`config.mk`:
```
export PLATFORM = sky130hd
export DESIGN_NAME = collatz_sweep_flat
export DESIGN_NICKNAME = d
export VERILOG_FILES = /design/src/rtl/collatz_sweep_if.sv /design/src/rtl/collatz_sweep.sv /design/src/flat_wrapper.sv
export SDC_FILE = /design/constraint.sdc
export NUM_CORES = 1
export LEC_CHECK = 0
export ABC_AREA = 1
export CAP_MARGIN = 25
export CORE_MARGIN = 3
export CORE_UTILIZATION = 44
export DETAILED_ROUTE_END_ITERATION = 8
export DONT_BUFFER_PORTS = 1
export GPL_TIMING_DRIVEN = 1
export SLEW_MARGIN = 25
export SYNTH_ARGS = -nofsm -noshare
export SYNTH_HDL_FRONTEND = slang
export SYNTH_SLANG_ARGS = --single-unit
```
`constraint.sdc`:
```
create_clock -name clk -period 2.94 [get_ports clk]
set_input_delay 0.735 -clock clk [delete_from_list [all_inputs] [get_ports clk]]
set_output_delay 0.735 -clock clk [all_outputs]
set_load 0.01 [all_outputs]
```
`src/rtl/collatz_sweep_if.sv`:
```
// Control/status bundle for collatz_sweep: sweep launch, result RAM read port and sweep statistics.
interface collatz_sweep_if #(
    parameter int N_BITS    = 32,
    parameter int CNT_BITS  = 16,
    parameter int ADDR_BITS = 4
);
    logic                 go;
    logic [N_BITS-1:0]    start;
    logic [ADDR_BITS-1:0] len;
    logic [ADDR_BITS-1:0] rd_addr;
    logic [CNT_BITS-1:0]  count;
    logic                 busy;
    logic                 done;
    logic [CNT_BITS-1:0]  max_count;
    logic [ADDR_BITS-1:0] max_addr;
    logic                 ovf;

    modport master (
        output go, start, len, rd_addr,
        input  count, busy, done, max_count, max_addr, ovf
    );

    modport slave (
        input  go, start, len, rd_addr,
        output count, busy, done, max_count, max_addr, ovf
    );
endinterface

```
`src/rtl/collatz_sweep.sv`:
```
// Sweeps Collatz sequence lengths over start..start+len-1 into a small result RAM,
// tracking the largest count and an overflow/saturation flag.
module collatz_sweep #(
    parameter int N_BITS    = 32,
    parameter int CNT_BITS  = 16,
    parameter int RAM_WORDS = 16,
    parameter int ADDR_BITS = 4
) (
    input  logic              clk,
    input  logic              reset,
    collatz_sweep_if.slave    bus
);
    typedef enum logic [2:0] {
        S_IDLE  = 3'd0,
        S_LOAD  = 3'd1,
        S_ITER  = 3'd2,
        S_WRITE = 3'd3,
        S_DONE  = 3'd4
    } state_t;

    localparam logic [CNT_BITS-1:0] CNT_MAX = {CNT_BITS{1'b1}};

    state_t               state_q;
    logic [N_BITS-1:0]    start_q;
    logic [ADDR_BITS-1:0] len_q;
    logic [ADDR_BITS-1:0] num_q;
    logic [N_BITS-1:0]    n_q;
    logic [CNT_BITS-1:0]  cnt_q;
    logic [CNT_BITS-1:0]  max_count_q;
    logic [ADDR_BITS-1:0] max_addr_q;
    logic                 ovf_q;
    logic                 busy_q;
    logic                 done_q;
    logic [CNT_BITS-1:0]  count_q;
    logic [CNT_BITS-1:0]  mem_q [RAM_WORDS];

    logic [N_BITS+1:0]    triple_s;
    logic                 triple_ovf_s;
    logic [N_BITS-1:0]    n_d;
    logic [CNT_BITS-1:0]  cnt_d;
    logic                 cnt_sat_s;
    logic [N_BITS-1:0]    load_n_s;
    logic [ADDR_BITS-1:0] last_num_s;

    // One Collatz step on n_q, widened by two bits so a 3n+1 overflow is visible.
    always_comb begin
        triple_s     = ({2'b00, n_q} << 1) + {2'b00, n_q} + (N_BITS+2)'(1);
        triple_ovf_s = |triple_s[N_BITS+1:N_BITS];
        if (n_q[0]) begin
            n_d = triple_s[N_BITS-1:0];
        end else begin
            n_d = n_q >> 1;
        end
        cnt_sat_s  = (cnt_q == CNT_MAX);
        cnt_d      = cnt_sat_s ? cnt_q : (cnt_q + CNT_BITS'(1));
        load_n_s   = start_q + N_BITS'(num_q);
        // len of 0 wraps to all-ones, i.e. the last RAM address.
        last_num_s = len_q - ADDR_BITS'(1);
    end

    // Sweep controller with registered status outputs.
    always_ff @(posedge clk) begin
        if (reset) begin
            state_q     <= S_IDLE;
            start_q     <= {N_BITS{1'b0}};
            len_q       <= {ADDR_BITS{1'b0}};
            num_q       <= {ADDR_BITS{1'b0}};
            n_q         <= {N_BITS{1'b0}};
            cnt_q       <= {CNT_BITS{1'b0}};
            max_count_q <= {CNT_BITS{1'b0}};
            max_addr_q  <= {ADDR_BITS{1'b0}};
            ovf_q       <= 1'b0;
            busy_q      <= 1'b0;
            done_q      <= 1'b0;
        end else begin
            case (state_q)
                S_IDLE, S_DONE: begin
                    if (bus.go) begin
                        start_q     <= bus.start;
                        len_q       <= bus.len;
                        num_q       <= {ADDR_BITS{1'b0}};
                        max_count_q <= {CNT_BITS{1'b0}};
                        max_addr_q  <= {ADDR_BITS{1'b0}};
                        ovf_q       <= 1'b0;
                        done_q      <= 1'b0;
                        busy_q      <= 1'b1;
                        state_q     <= S_LOAD;
                    end
                end
                S_LOAD: begin
                    // 0 and 1 need no iteration, so a count of 1 costs only LOAD+WRITE.
                    n_q <= load_n_s;
                    if (load_n_s == N_BITS'(0)) begin
                        cnt_q   <= CNT_BITS'(0);
                        state_q <= S_WRITE;
                    end else if (load_n_s == N_BITS'(1)) begin
                        cnt_q   <= CNT_BITS'(1);
                        state_q <= S_WRITE;
                    end else begin
                        cnt_q   <= CNT_BITS'(1);
                        state_q <= S_ITER;
                    end
                end
                S_ITER: begin
                    if (n_q[0] && triple_ovf_s) begin
                        ovf_q   <= 1'b1;
                        state_q <= S_WRITE;
                    end else begin
                        n_q   <= n_d;
                        cnt_q <= cnt_d;
                        if (cnt_sat_s) begin
                            ovf_q <= 1'b1;
                        end
                        if (n_d <= N_BITS'(1)) begin
                            state_q <= S_WRITE;
                        end
                    end
                end
                S_WRITE: begin
                    if (cnt_q > max_count_q) begin
                        max_count_q <= cnt_q;
                        max_addr_q  <= num_q;
                    end
                    if (num_q == last_num_s) begin
                        busy_q  <= 1'b0;
                        done_q  <= 1'b1;
                        state_q <= S_DONE;
                    end else begin
                        num_q   <= num_q + ADDR_BITS'(1);
                        state_q <= S_LOAD;
                    end
                end
                default: begin
                    busy_q  <= 1'b0;
                    done_q  <= 1'b0;
                    state_q <= S_IDLE;
                end
            endcase
        end
    end

    // Result RAM: write in WRITE unless reset; read port returns pre-write data.
    always_ff @(posedge clk) begin
        if (!reset && (state_q == S_WRITE)) begin
            mem_q[num_q] <= cnt_q;
        end
        count_q <= mem_q[bus.rd_addr];
    end

    assign bus.count     = count_q;
    assign bus.busy      = busy_q;
    assign bus.done      = done_q;
    assign bus.max_count = max_count_q;
    assign bus.max_addr  = max_addr_q;
    assign bus.ovf       = ovf_q;
endmodule
```
`src/flat_wrapper.sv`:
```
// flat-port wrapper written by rule: the top's interface ports become plain ports
module collatz_sweep_flat 
#(
    parameter int N_BITS    = 32,
    parameter int CNT_BITS  = 16,
    parameter int RAM_WORDS = 16,
    parameter int ADDR_BITS = 4
)
  (clk, reset, bus_go, bus_start, bus_len, bus_rd_addr, bus_count, bus_busy, bus_done, bus_max_count, bus_max_addr, bus_ovf);
  collatz_sweep_if #(.N_BITS(N_BITS), .CNT_BITS(CNT_BITS), .ADDR_BITS(ADDR_BITS)) bus_i ();
  input  logic clk;
  input  logic reset;
  input wire logic [$bits(bus_i.go)-1:0] bus_go;
  input wire logic [$bits(bus_i.start)-1:0] bus_start;
  input wire logic [$bits(bus_i.len)-1:0] bus_len;
  input wire logic [$bits(bus_i.rd_addr)-1:0] bus_rd_addr;
  output wire logic [$bits(bus_i.count)-1:0] bus_count;
  output wire logic [$bits(bus_i.busy)-1:0] bus_busy;
  output wire logic [$bits(bus_i.done)-1:0] bus_done;
  output wire logic [$bits(bus_i.max_count)-1:0] bus_max_count;
  output wire logic [$bits(bus_i.max_addr)-1:0] bus_max_addr;
  output wire logic [$bits(bus_i.ovf)-1:0] bus_ovf;
  assign bus_i.go = bus_go;
  assign bus_i.start = bus_start;
  assign bus_i.len = bus_len;
  assign bus_i.rd_addr = bus_rd_addr;
  assign bus_count = bus_i.count;
  assign bus_busy = bus_i.busy;
  assign bus_done = bus_i.done;
  assign bus_max_count = bus_i.max_count;
  assign bus_max_addr = bus_i.max_addr;
  assign bus_ovf = bus_i.ovf;
  collatz_sweep #(.N_BITS(N_BITS), .CNT_BITS(CNT_BITS), .RAM_WORDS(RAM_WORDS), .ADDR_BITS(ADDR_BITS)) u_core (.clk(clk), .reset(reset), .bus(bus_i));
endmodule
```
-- Word-level counts from Yosys, hierarchy flattened
Memory sizes are Yosys's and may differ from the RTL's. A register that Yosys moved wholly into a read port is not among the register bits.
Index checks and enable logic that the tools add are counted.
- bits in writable memories: 256
- output and inout bits: 39
- memories kept: 1
- logic and storage cells: 88
- input bits: 43
- flip-flop bits (word level): 114
- memories (memory ; words ; bits a word ; read ports ; clocked after memory_dff ; write ports ; line ; text):
    u_core.mem_q ; 16 ; 16 ; 1 ; 1 ; 1 ; collatz_sweep.sv:35 ; logic [CNT_BITS-1:0] mem_q [RAM_WORDS];
- bitwise logic cells: 1
- multiplexer cells: 33
- eq/ne operators: 15
- reductions and logical operators: 19
- add/sub/neg operators: 6
- magnitude comparators: 2
- operators with widths (kind ; number):
    $mux W16 ; 4
    $mux W32 ; 2
    $pmux W16 S2 ; 2
    $pmux W32 S2 ; 1
    $add A33 B32 Y34 ; 1
    $add A34 B1 Y34 const B ; 1
    $add A32 B4 Y32 ; 1
    $eq A32 B1 Y1 const B ; 1
    $le A32 B1 Y1 const B ; 1
    $logic_not A32 Y1 ; 1
    $add A16 B1 Y16 const B ; 1
    $eq A16 B16 Y1 const B ; 1
    $gt A16 B16 Y1 ; 1
    $pmux W4 S2 ; 2
    $mux W3 ; 5
    $reduce_and A3 Y1 ; 5
    $mux W4 ; 3
    $pmux W3 S4 ; 1
    $mux W1 ; 10
    $ne A2 B2 Y1 const B ; 4
    $eq A3 B2 Y1 const B ; 2
    $ne A3 B1 Y1 const B ; 2
    $pmux W1 S3 ; 2
    $reduce_and A2 Y1 ; 3
    13 further kinds ; 19

-- Depth between registers and ports, before layout
- depth in word-level cells: 7
- depth in mapped cells: 24
- mapped depth without buffers: 21

-- Worst setup path after synthesis
Ideal clock, no wire load.
- path type: register to register
- start: reg u_core.n_q[0]
- end: reg u_core.n_q[10]
- data required time: 2.824 ns
- path slack: 0.170 ns
- cell stages (with the launch flop): 23
- arrival: 2.654 ns
- period minus slack after synthesis: 2.770 ns
- buffers on the path: 4
- setup time: 0.116 ns
- cell sequence: dfxtp_1 -> buf_2 -> inv_1 -> clkbuf_1 -> clkbuf_1 -> ha_1 -> inv_1 -> nand2_1 -> nand2_1 -> nand2_1 -> nand2_1 -> nand2_1 -> nand2_1 -> nand2_1 -> nand2_1 -> a21oi_1 -> nand2_2 -> nand2_2 -> nand2_4 -> nand2_8 -> buf_6 -> o21ai_0 -> nor2_1
- longest elaborated chain between the ends: 6
- elaborated cells on any way between the ends: 9
- classes of those cells: add/sub: 2; eq/ne: 1; mux: 3; reduce/logical: 3
- ends and longest elaborated chain (item ; line ; text):
    start: declaration ; collatz_sweep.sv:27 ; logic [N_BITS-1:0] n_q;
    start signal: assignment ; collatz_sweep.sv:68 ; n_q <= {N_BITS{1'b0}};
    start signal: assignment ; collatz_sweep.sv:92 ; n_q <= load_n_s;
    start signal: assignment ; collatz_sweep.sv:109 ; n_q <= n_d;
    $add A33 B32 Y34 ; collatz_sweep.sv:47 ; triple_s = ({2'b00, n_q} << 1) + {2'b00, n_q} + (N_BITS+2)'(1);
    $add A34 B1 Y34 ; collatz_sweep.sv:47 ;
    $reduce_or A2 Y1 ; collatz_sweep.sv:48 ; triple_ovf_s = |triple_s[N_BITS+1:N_BITS];
    $logic_and A1 B1 Y1 ; collatz_sweep.sv:105 ; if (n_q[0] && triple_ovf_s) begin
    $ne A2 B2 Y1 (no source line) ; n/a ;
    $reduce_and A2 Y1 (no source line) ; n/a ;
Several ways; a longest one is shown, not always the timed one. The select of a mux whose other input is x is not followed.
A chain may end at the register's enable or synchronous reset.

-- Worst setup path in the final report
- start: reg u_core.n_q[0]
- end: reg u_core.state_q[0]
- longest elaborated chain between the ends: 6
- elaborated cells on any way between the ends: 10
- classes of those cells: add/sub: 2; order compare: 1; eq/ne: 1; mux: 3; reduce/logical: 3
- ends and longest elaborated chain (item ; line ; text):
    $add A33 B32 Y34 ; collatz_sweep.sv:47 ;
    $add A34 B1 Y34 ; collatz_sweep.sv:47 ;
    $mux W32 / $reduce_or A2 Y1 (equally long branches) ; collatz_sweep.sv:49, collatz_sweep.sv:48 ;
    $le A32 B1 Y1 / $logic_and A1 B1 Y1 (equally long branches) ; collatz_sweep.sv:114, collatz_sweep.sv:105 ;
    $ne A3 B1 Y1 (no source line) / $mux W3 (equally long branches) ; n/a ;
    $reduce_and A2 Y1 (no source line) / $pmux W3 S4 (equally long branches) ; n/a ;
    end signal: assignment ; collatz_sweep.sv:64 ; state_q <= S_IDLE;
    end signal: assignment ; collatz_sweep.sv:115 ; state_q <= S_WRITE;
    end signal: assignment ; collatz_sweep.sv:127 ; state_q <= S_DONE;
    end: declaration ; collatz_sweep.sv:23 ; state_t state_q;
Several ways; a longest one is shown, not always the timed one.

==> summary.md <==
| Metric | Value |
|---|---|
| Total Wirelength | `55100 um` |
| Final Skew | `0.0279 ns` |
| Relative slew slack | `55.0%` |
| Initial antenna violation count | `0` |
| 1st-iter DRT viols | `1191` |
| Critical Path RT | `3.45 ns` |
| GPL Wtd Cong | `0.949` |
| Die width | `220 um` |
| DP Wirelength | `38800 um` |
| Post-synth EDFFs | `256` |
| Register area share after synthesis | `51.2%` |
| Slew Limit Fails | `0` |
| CP max-delay cell | `fa_1` |
| Share of cells above drive strength 1 | `8.33%` |
| Die height | `220 um` |
| Total core area | `44600 um2` |
| CP Data Arrival Time | `3.24 ns` |
| Top FF cell, synth | `edfxtp_1` |
| Top cell type's share of synthesized area | `38.3%` |
| Max clock buf depth | `3` |
| Largest net degree at the start of global routing | `193` |
| Routed wire per std cell | `18.5 um` |
| TritonCTS buffer count | `42` |
| CP peak stage delay | `0.49 ns` |
| Area of the multi-input gates | `8330 um2` |
| Hold-fix buffers, CTS | `0` |
| HP Class | `in -> reg` |
| Nets | `2448` |
| Synth Net Count | `2429` |
| Post-synth cell types | `54` |
| Setup violations, final | `0` |
| Diodes inserted | `0` |
| Average vias per placed instance | `5.34` |
| Setup ws final | `0.214 ns` |
| H-tree depth | `2` |
| PD cells | `789 nW/um2` |
| Hold violation total from the final report | `0` |
| Total power | `17600 uW` |
| Root Driver | `clkbuf_16` |
| WP depth | `18` |
| CTS clk-pin slew, worst paths | `0.06 ns` |
| Global route overflow | `0` |
| # fillers | `4217` |
| Avg Inst Size Synth | `8.65 um2` |
| Critical Path Start Type | `register` |
| Worst-Margin Slew | `0.674 ns` |
| TritonCTS Sinks | `386` |
| Area leader, netlist | `edfxtp_1` |
| Critical Path Most Common Cell | `nand2_1` |
| Async SR Flop Fraction | `0%` |
| Yosys warns | `0` |
| Hold Crit Depth | `1` |
| Via total after detailed routing | `15900` |
| Row Count | `77` |
| Max Freq | `0.367 GHz` |
| Final worst path period share | `92.7%` |
| Worst reg2reg setup slack | `0.21 ns` |
| Vias in the first global route | `15100` |
| Top cells by area, synth | `edfxtp_1 38%, dfxtp_1 13%, nand2_1 9.5%, inv_1 5.3%, nor2_1 4.4%` |
| Synthesized cell area | `20100 um2` |
| CP max FO | `20` |
| Worst-Skew Late Latency | `0.58 ns` |
| Syn-to-layout area delta | `11.1%` |
| Most numerous cell in the Yosys netlist | `nand2_1` |
| I/O Buffers | `0` |
| Max Cap Violations | `0` |
| Most instantiated cells after synthesis | `509 x nand2_1, 285 x inv_1, 256 x edfxtp_1` |
| Starting density of the core | `45.0%` |
| TritonCTS clock tree | `yes` |
| First-pass GRT wire length | `84400 um` |
| Die area | `48200 um2` |
| GR Util All Layers | `22.5%` |
| Reg area | `10300 um2` |
| Pleak | `0.00921 uW` |
| Status | `finished clean` |
| Synth Instances | `2323` |
| Register-to-Register Path Depth | `18` |
| CP Class | `reg -> reg` |
| Family with the most delay on the worst path | `simple AND/OR/NAND/NOR gates` |
| Pre-CTS setup slack | `-0.135 ns` |
| VDD IR-drop max | `0.594 mV` |
| Drt pass-1 iters | `5` |
| CP Cell Sequence | `inv_1 -> buf_4 -> fa_1 -> inv_1 -> nand2_1 -> nand3_1 -> nand2_1 -> nand2_1 -> nand3b_1 -> nand2_1 -> nand2_1 -> nand3_1 -> nand3_1 -> nor2_1 -> nand3_1 -> nand2_1 -> nand2_1 -> nor2_1` |
| Critical Path Sink Type | `register` |
| ANT nets after route | `0` |
| Yosys reg bits | `386` |
| I/O pins | `82` |
| Fin crit period | `2.73 ns` |
| CP bufs+invs | `3` |
| DRC Markers | `0` |
per-stage QoR:
stage,hold WS (ns),setup TNS [ns],cell area [um2],utilization (%),std cells
global route,0.210,-0.0000755,22300,50.0,2968
CTS,0.201,0,22200,49.7,2958
global placement,0.473,-0.134,20900,46.8,2880
finish,0.223,0,22300,50.0,2968
detailed placement,0.475,-0.135,20900,46.8,2880
floorplan,0.448,0,20100,-,2323
layer usage:
| layer | GRT usage (%) | share of wire [%] |
|---|---|---|
| met1 | 27.1 | 42 |
| met2 | 40.7 | 50 |
| met3 | 3.41 | 4.7 |
| met4 | 8.16 | 3.7 |
| met5 | 0 | 0 |
cell usage in the layout, fill, tap and decap left out, types with 32 or more instances in the layout:
cell,n
a21oi_1,133
buf_4,61
clkbuf_16,42
dfxtp_1,130
edfxtp_1,256
ha_1,61
inv_1,285
mux2i_1,64
nand2_1,507
nand3_1,102
nand4_1,37
nor2_1,225
o211ai_1,64
o21ai_0,163
xor2_1,32
power by group:
part	switching, uW	total, uW	internal [uW]
logic	3810	5700	1890
registers	612	6900	6280
clock network	2180	5000	2820
total	6600	17600	11000
worst paths after layout:
kind                        start                end
setup / recovery    u_core.n_q[0]  u_core.state_q[0]
hold / removal              reset      u_core.n_q[9]
setup reg to reg    u_core.n_q[0]  u_core.state_q[0]
hold reg to reg   u_core.len_q[1]    u_core.len_q[1]
kinds of logic after synthesis:
kind of cell    share of synthesized area, %
mux                                     3.19
buf+inv                                 7.60
flops                                   51.2
simple gates                            20.7
compound gates                          11.6
xor+xnor                                1.70
fa+ha+maj                               4.00
final cells by class:
type	count	share of cell area, %
sequential	386	46.1
multi-input combinational	1551	37.4
clock buffer	62	5.14
inverter	297	5.05
tap	592	3.32
timing repair buffer	64	2.32
clock inverter	16	0.679
worst reg2reg max path, cell delays in order (launching register included):
cell      delay [ns]
dfxtp_1         0.39
inv_1           0.08
buf_4           0.22
fa_1            0.49
inv_1           0.11
nand2_1         0.07
nand3_1         0.15
nand2_1         0.08
nand2_1         0.10
nand3b_1        0.12
nand2_1         0.08
nand2_1         0.05
nand3_1         0.12
nand3_1         0.10
nor2_1          0.17
nand3_1         0.12
nand2_1         0.09
nand2_1         0.05
nor2_1          0.07
flip-flops by register name, summed over array words and instances, names as in the netlist, 16 cells and up:
name and cells:
u_core.bus.count 16, u_core.mem_q 256, u_core.n_q 32, u_core.cnt_q 16
u_core.bus.max_count 16, u_core.start_q 32
what timing repair did:
item                                    4_1_cts  5_1_grt
pin swaps                                     0        4
resized for setup                             1        6
setup buffers                                 0        9
endpoints found under the setup margin        1        7
cloned                                        0        1
Note: power is estimated with default switching activity, not from simulation.
